[config.mk]
export PLATFORM = sky130hd
export DESIGN_NAME = async_fifo_flat
export DESIGN_NICKNAME = d
export VERILOG_FILES = /design/src/rtl/async_fifo_pkg.sv /design/src/rtl/async_fifo_if.sv /design/src/rtl/async_fifo_fifo_ram.sv /design/src/rtl/async_fifo.sv /design/src/flat_wrapper.sv
export SDC_FILE = /design/constraint.sdc
export NUM_CORES = 1
export LEC_CHECK = 0
export ABC_AREA = 1
export CORE_UTILIZATION = 45
export CTS_CLUSTER_SIZE = 14
export DETAILED_ROUTE_END_ITERATION = 6
export PLACE_DENSITY_LB_ADDON = 0.05
export REMOVE_ABC_BUFFERS = 1
export SYNTH_ARGS = -nofsm -noshare
export SYNTH_HDL_FRONTEND = slang
export SYNTH_SLANG_ARGS = --single-unit
[constraint.sdc]
create_clock -name clk -period 3.1 [get_ports clk]
set_clock_uncertainty 0.2 [all_clocks]
set_input_delay 0.62 -clock clk [delete_from_list [all_inputs] [get_ports clk]]
set_output_delay 0.62 -clock clk [all_outputs]
set_load 0.005 [all_outputs]
[src/rtl/async_fifo_pkg.sv]
// Shared constants and types for the async_fifo FIFO exerciser.
// Every async_fifo file takes its widths from this package.
package async_fifo_pkg;

  localparam int DATA_W = 8;
  localparam int ADDR_W = 4;
  localparam int DEPTH  = 2 ** ADDR_W;
  localparam int RD_DIV = 10;
  localparam int DIV_W  = $clog2(RD_DIV);

  typedef logic [DATA_W-1:0] data_t;
  typedef logic [ADDR_W:0]   ptr_t;
  typedef logic [ADDR_W-1:0] addr_t;
  typedef logic [DIV_W-1:0]  div_t;

  // Word address inside the storage array; the wrap bit is dropped.
  function automatic addr_t ptr_addr(input ptr_t p);
    return p[ADDR_W-1:0];
  endfunction

endpackage

[src/rtl/async_fifo_if.sv]
// Observation bundle of the FIFO exerciser: popped data and occupancy flags.
// The block drives it through master; consumers read it through slave.
interface async_fifo_if;
  import async_fifo_pkg::*;

  data_t dout;
  logic  r_empty;
  logic  w_full;

  modport master (output dout, output r_empty, output w_full);
  modport slave  (input  dout, input  r_empty, input  w_full);

endinterface

[src/rtl/async_fifo_fifo_ram.sv]
// DEPTH x DATA_W storage with a synchronous write port and a registered read port.
// The read register holds its value between reads and clears on reset.
module async_fifo_fifo_ram
  import async_fifo_pkg::*;
(
  input  logic  clk,
  input  logic  rst_n,
  input  logic  wr_en,
  input  addr_t wr_addr,
  input  data_t wr_data,
  input  logic  rd_en,
  input  addr_t rd_addr,
  output data_t rd_data
);

  data_t mem [DEPTH];

  // NOTE: the array has no reset branch so it can map onto plain RAM;
  // nothing reads an entry before a write has filled it.
  always_ff @(posedge clk) begin
    if (wr_en) begin
      mem[wr_addr] <= wr_data;
    end
  end

  always_ff @(posedge clk or negedge rst_n) begin
    if (!rst_n) begin
      rd_data <= '0;
    end else if (rd_en) begin
      rd_data <= mem[rd_addr];
    end
  end

endmodule

[src/rtl/async_fifo.sv]
// Single-clock FIFO exerciser: a counter writes whenever there is room,
// and a paced reader pops one word every RD_DIV cycles.
module async_fifo
  import async_fifo_pkg::*;
(
  input  logic         clk,
  input  logic         reset,
  async_fifo_if.master bus
);

  ptr_t  wptr;
  ptr_t  rptr;
  data_t gen;
  div_t  div;

  logic  empty;
  logic  full;
  logic  rd_tick;
  logic  wr_en;
  logic  rd_en;
  data_t rd_data;

  // Both flags come straight from the registered pointers, so they settle
  // one edge after the operation that changed the occupancy.
  assign empty   = (wptr == rptr);
  assign full    = (wptr[ADDR_W] != rptr[ADDR_W]) &&
                   (ptr_addr(wptr) == ptr_addr(rptr));
  assign rd_tick = (div == div_t'(RD_DIV - 1));
  assign wr_en   = !full;
  assign rd_en   = rd_tick && !empty;

  // NOTE: all state updates use non-blocking assignments, so every branch
  // sees the pre-edge pointers and flags even when both pointers move.
  always_ff @(posedge clk or negedge reset) begin
    if (!reset) begin
      wptr <= '0;
      rptr <= '0;
      gen  <= '0;
      div  <= '0;
    end else begin
      if (wr_en) begin
        wptr <= wptr + 1'b1;
        gen  <= gen + 1'b1;
      end
      if (rd_en) begin
        rptr <= rptr + 1'b1;
      end
      div <= rd_tick ? '0 : div + 1'b1;
    end
  end

  async_fifo_fifo_ram u_ram (
    .clk     (clk),
    .rst_n   (reset),
    .wr_en   (wr_en),
    .wr_addr (ptr_addr(wptr)),
    .wr_data (gen),
    .rd_en   (rd_en),
    .rd_addr (ptr_addr(rptr)),
    .rd_data (rd_data)
  );

  assign bus.dout    = rd_data;
  assign bus.r_empty = empty;
  assign bus.w_full  = full;

endmodule

[src/flat_wrapper.sv]
// flat-port wrapper written by rule: the top's interface ports become plain ports
module async_fifo_flat import async_fifo_pkg::*;
  (clk, reset, bus_dout, bus_r_empty, bus_w_full);
  async_fifo_if bus_i ();
  input  logic clk;
  input  logic reset;
  output wire logic [$bits(bus_i.dout)-1:0] bus_dout;
  output wire logic [$bits(bus_i.r_empty)-1:0] bus_r_empty;
  output wire logic [$bits(bus_i.w_full)-1:0] bus_w_full;
  assign bus_dout = bus_i.dout;
  assign bus_r_empty = bus_i.r_empty;
  assign bus_w_full = bus_i.w_full;
  async_fifo u_core (.clk(clk), .reset(reset), .bus(bus_i));
endmodule
==> flow_summary.html <==
<table>
<tr><th>Metric</th><th>Value</th></tr>
<tr><th colspan="2">Status</th></tr>
<tr><td>Result of the run</td><td>finished clean</td></tr>
<tr><th colspan="2">CTS</th></tr>
<tr><td>Latest clock arrival within the worst-skew pair</td><td>0.43 ns</td></tr>
<tr><td>Clock tree from TritonCTS</td><td>done</td></tr>
<tr><td>Number of gates resized after CTS</td><td>0</td></tr>
<tr><td>H-tree lvl count</td><td>4</td></tr>
<tr><td>Bufs on Longest Clock Path</td><td>2</td></tr>
<tr><td>Number of hold buffers added after cts</td><td>0</td></tr>
<tr><td>Setup Fix Bufs, Post-CTS</td><td>0</td></tr>
<tr><td>Number of clock sinks</td><td>158</td></tr>
<tr><td>Clock transition at the register clock pins on the worst setup and hold paths after CTS</td><td>0.06 ns</td></tr>
<tr><td>TritonCTS buffer count</td><td>17</td></tr>
<tr><td>Root Buffer</td><td>sky130_fd_sc_hd__clkbuf_16</td></tr>
<tr><th colspan="2">Logic synthesis</th></tr>
<tr><td>Post-synthesis area per instance</td><td>9.37 µm²</td></tr>
<tr><td>FF+latch count, synth</td><td>158</td></tr>
<tr><td>Biggest area consumer among synthesized cells</td><td>sky130_fd_sc_hd__edfxtp_1</td></tr>
<tr><td>Unique masters post-synth</td><td>22</td></tr>
<tr><td>Number of instances in the synthesized netlist</td><td>766</td></tr>
<tr><td>Sequential fraction of the synthesis area</td><td>64.0%</td></tr>
<tr><td>Yosys Warn Count</td><td>0</td></tr>
<tr><td>Summed instance area of the synthesized netlist</td><td>7170 µm²</td></tr>
<tr><td>Cell types with the largest area share after synthesis</td><td>sky130_fd_sc_hd__edfxtp_1 (54%), sky130_fd_sc_hd__nand2_1 (15%), sky130_fd_sc_hd__dfrtp_1 (10%), sky130_fd_sc_hd__inv_1 (8.4%), sky130_fd_sc_hd__nand3_1 (6.1%)</td></tr>
<tr><td>Area share of the largest cell type after synthesis</td><td>53.6%</td></tr>
<tr><th colspan="2">Detailed routing</th></tr>
<tr><td>Detailed Routing Iterations Pass 1</td><td>5</td></tr>
<tr><td>Total via count after detailed routing</td><td>4859</td></tr>
<tr><td>Per-cell routed wire length</td><td>16.2 µm</td></tr>
<tr><td>Detailed Route Iter0 Violations</td><td>411</td></tr>
<tr><td>Number of nets with antenna violations after routing</td><td>0</td></tr>
<tr><td>DRC violations left</td><td>0</td></tr>
<tr><td>Detailed Route WL</td><td>16.4 mm</td></tr>
<tr><td>DR vias/cell</td><td>4.82</td></tr>
<tr><th colspan="2">Global route</th></tr>
<tr><td>First-pass GRT wire length</td><td>26.1 mm</td></tr>
<tr><td>Initial antenna violation count</td><td>0</td></tr>
<tr><td>Aggregate global routing overflow</td><td>0</td></tr>
<tr><td>Largest net degree at the start of global routing</td><td>66</td></tr>
<tr><td>Global Route Usage Sum</td><td>21.8%</td></tr>
<tr><td>Vias in the first global route</td><td>4780</td></tr>
<tr><th colspan="2">Worst hold path</th></tr>
<tr><td>Hold Crit Depth</td><td>2</td></tr>
<tr><td>Hold Crit Class</td><td>flop to flop</td></tr>
<tr><td>Min-delay src</td><td>u_core.u_ram.rd_data[1]$_DFFE_PN0P_</td></tr>
<tr><td>Hold Crit Endpoint</td><td>u_core.u_ram.rd_data[1]$_DFFE_PN0P_</td></tr>
<tr><th colspan="2">STA</th></tr>
<tr><td>Fraction of the cycle the final worst path needs</td><td>91.7%</td></tr>
<tr><td>Final Worst Setup Slack</td><td>0.256 ns</td></tr>
<tr><td>Setup repair after global routing missed its margin</td><td>false</td></tr>
<tr><td>Setup tns final</td><td>0 ns</td></tr>
<tr><td>Final hold violation count</td><td>0</td></tr>
<tr><td># setup viols final</td><td>0</td></tr>
<tr><td>Max-slew violation count</td><td>0</td></tr>
<tr><td>Tmin final</td><td>2.84 ns</td></tr>
<tr><td>Max Fclk</td><td>0.352 GHz</td></tr>
<tr><td>Slew @ Worst Pin</td><td>1.09 ns</td></tr>
<tr><td>Hold Worst Slack</td><td>0.281 ns</td></tr>
<tr><td>Relative slew slack</td><td>27.1%</td></tr>
<tr><th colspan="2">Worst setup path</th></tr>
<tr><td>Reg-to-reg startpoint</td><td>u_core.rptr[1]$_DFFE_PN0P_</td></tr>
<tr><td>Setup slack on the worst flop-to-flop path</td><td>0.57 ns</td></tr>
<tr><td>Worst reg2reg path depth</td><td>10</td></tr>
<tr><td>Worst r2r dst</td><td>u_core.u_ram.rd_data[3]$_DFFE_PN0P_</td></tr>
<tr><td>Highest fanout seen on the critical path</td><td>6</td></tr>
<tr><td>Critical path type</td><td>flop to output port</td></tr>
<tr><td>Arrival time reported for the critical path endpoint</td><td>2.02 ns</td></tr>
<tr><td>Worst setup path startpoint</td><td>u_core.wptr[0]$_DFFE_PN0N_</td></tr>
<tr><td>Required time of the critical path</td><td>2.28 ns</td></tr>
<tr><td>Endpoint class of the critical path</td><td>output port</td></tr>
<tr><td>Critical Path Source Type</td><td>flop</td></tr>
<tr><th colspan="2">Power</th></tr>
<tr><td>Worst IR drop on VDD</td><td>0.387 mV</td></tr>
<tr><td>LEAKAGE</td><td>0.00382 µW</td></tr>
<tr><td>Power density normalized to cell area</td><td>531 nW/µm²</td></tr>
<tr><th colspan="2">Placed design</th></tr>
<tr><td>Worst Setup Slack post-DPL</td><td>0.593 ns</td></tr>
<tr><td>Count of input and output buffers</td><td>11</td></tr>
<tr><td>Total half-perimeter wirelength after legalization and detailed placement</td><td>10.7 mm</td></tr>
<tr><td>Routability congestion estimate from global placement</td><td>0.832</td></tr>
<tr><th colspan="2">Final layout</th></tr>
<tr><td>Synthesis-to-layout area growth</td><td>13.2%</td></tr>
<tr><td>Number of inserted diodes</td><td>0</td></tr>
<tr><td>Layout net count</td><td>792</td></tr>
<tr><td>Share of cells above drive strength 1</td><td>6.40%</td></tr>
<tr><td>Fin util</td><td>52.8%</td></tr>
<tr><td>Top library cells by usage in the layout, fill and taps aside</td><td>sky130_fd_sc_hd__nand2_1 (278), sky130_fd_sc_hd__inv_1 (160), sky130_fd_sc_hd__edfxtp_1 (128)</td></tr>
<tr><td>Most common library cell in the layout ignoring fill and taps</td><td>sky130_fd_sc_hd__nand2_1</td></tr>
<tr><th colspan="2">Die</th></tr>
<tr><td>Die width</td><td>128 µm</td></tr>
<tr><td>Top-level port count</td><td>12</td></tr>
<tr><td>Die boundary height</td><td>128 µm</td></tr>
<tr><td>Core region area</td><td>15400 µm²</td></tr>
<tr><td>Standard-cell row count</td><td>45</td></tr>
<tr><td>Die area</td><td>16500 µm²</td></tr>
<tr><td>Starting density of the core</td><td>46.7%</td></tr>
<tr><th colspan="2">Run</th></tr>
<tr><td>Max-cap violation count</td><td>0</td></tr>
</table>
[cell usage after synthesis]
| cell | instances |
|---|---|
| sky130_fd_sc_hd__nand3_1 | 87 |
| sky130_fd_sc_hd__o21ai_0 | 8 |
| sky130_fd_sc_hd__nor3_1 | 3 |
| sky130_fd_sc_hd__xnor2_1 | 4 |
| sky130_fd_sc_hd__inv_1 | 160 |
| sky130_fd_sc_hd__nand3b_1 | 1 |
| sky130_fd_sc_hd__nand2_2 | 1 |
| sky130_fd_sc_hd__nor2_1 | 12 |
| sky130_fd_sc_hd__buf_4 | 1 |
| sky130_fd_sc_hd__ha_1 | 6 |
| sky130_fd_sc_hd__clkinv_1 | 2 |
| sky130_fd_sc_hd__buf_1 | 3 |
| sky130_fd_sc_hd__inv_2 | 1 |
| sky130_fd_sc_hd__nand2_1 | 278 |
| sky130_fd_sc_hd__a21oi_1 | 3 |
| sky130_fd_sc_hd__clkbuf_1 | 6 |
| sky130_fd_sc_hd__nand4_1 | 1 |
| sky130_fd_sc_hd__edfxtp_1 | 128 |
| sky130_fd_sc_hd__dfrtp_1 | 30 |
| sky130_fd_sc_hd__xor2_1 | 12 |
| sky130_fd_sc_hd__o21a_1 | 1 |
| sky130_fd_sc_hd__buf_2 | 18 |
[worst max-delay path, cell delays in order, from the launching register on]
cell	delay, ns
sky130_fd_sc_hd__dfrtp_1	0.47
sky130_fd_sc_hd__inv_1	0.12
sky130_fd_sc_hd__nand2_1	0.08
sky130_fd_sc_hd__nand2_1	0.05
sky130_fd_sc_hd__nor2_1	0.14
sky130_fd_sc_hd__nand3_1	0.13
sky130_fd_sc_hd__inv_1	0.10
sky130_fd_sc_hd__clkdlybuf4s50_1	0.50
[report_power, final]
group | internal (µW) | switching [µW]
registers | 2270 | 0
logic | 1.92 | 8.25
clock network | 1160 | 877
[final cells by class]
type                       count  area [µm²]
fill                        1397        7250
clock inverter                13         130
sequential                   158        4600
multi-input combinational    417        1840
inverter                     163         612
timing repair buffer          27         230
clock buffer                  19         453
tap                          211         264
[metrics by stage]
| step | power, µW | cell area (µm²) | cells |
|---|---|---|---|
| after floorplan | 2310 | 7040 | 738 |
| after global placement | 2320 | 7540 | 976 |
| after detailed placement | 2320 | 7540 | 976 |
| after CTS | 4330 | 8120 | 1008 |
| after global routing | 4430 | 8120 | 1008 |
| final | 4310 | 8120 | 1008 |
[worst max-delay path by stage]
| stage | end | slack (ns) | cells past startpoint |
|---|---|---|---|
| floorplan | bus_w_full | -0.84 | 6 |
| global placement | u_core.u_ram.rd_data[3]$_DFFE_PN0P_ | 0.59 | 10 |
| detailed placement | u_core.u_ram.rd_data[3]$_DFFE_PN0P_ | 0.59 | 10 |
| CTS | bus_w_full | 0.25 | 7 |
| global route | bus_w_full | 0.14 | 7 |
| finish | bus_w_full | 0.26 | 7 |
[registers in the layout, summed over array words and instances (netlist names)]
signal                cells
u_core.u_ram.mem        128
u_core.gen                8
u_core.u_ram.rd_data      8
u_core.rptr               5
u_core.wptr               5
u_core.div                4
[cell families (layout without fill, tap and decap cells)]
family                     count (synthesis)  count (layout)  share of synthesized area [%]
and+or+nand+nor                          383             383                           21.7
buffers and inverters                    191             222                           10.4
DFF                                      158             158                           64.0
xor gates and xnor gates                  16              16                           1.95
AOI/OAI and AO/OA                         12              12                          0.872
adders and majority gates                  6               6                           1.05
[routing by layer]
layer | vias to the layer above | part of all wire [%] | track usage (%)
li1 | 2400 | - | -
met1 | 2351 | 47 | 29.3
met2 | 84 | 47 | 35.3
met3 | 24 | 3.7 | 3.92
met4 | 0 | 1.9 | 8.03
met5 | - | 0 | 0
Power figures use the tool's default switching activity.
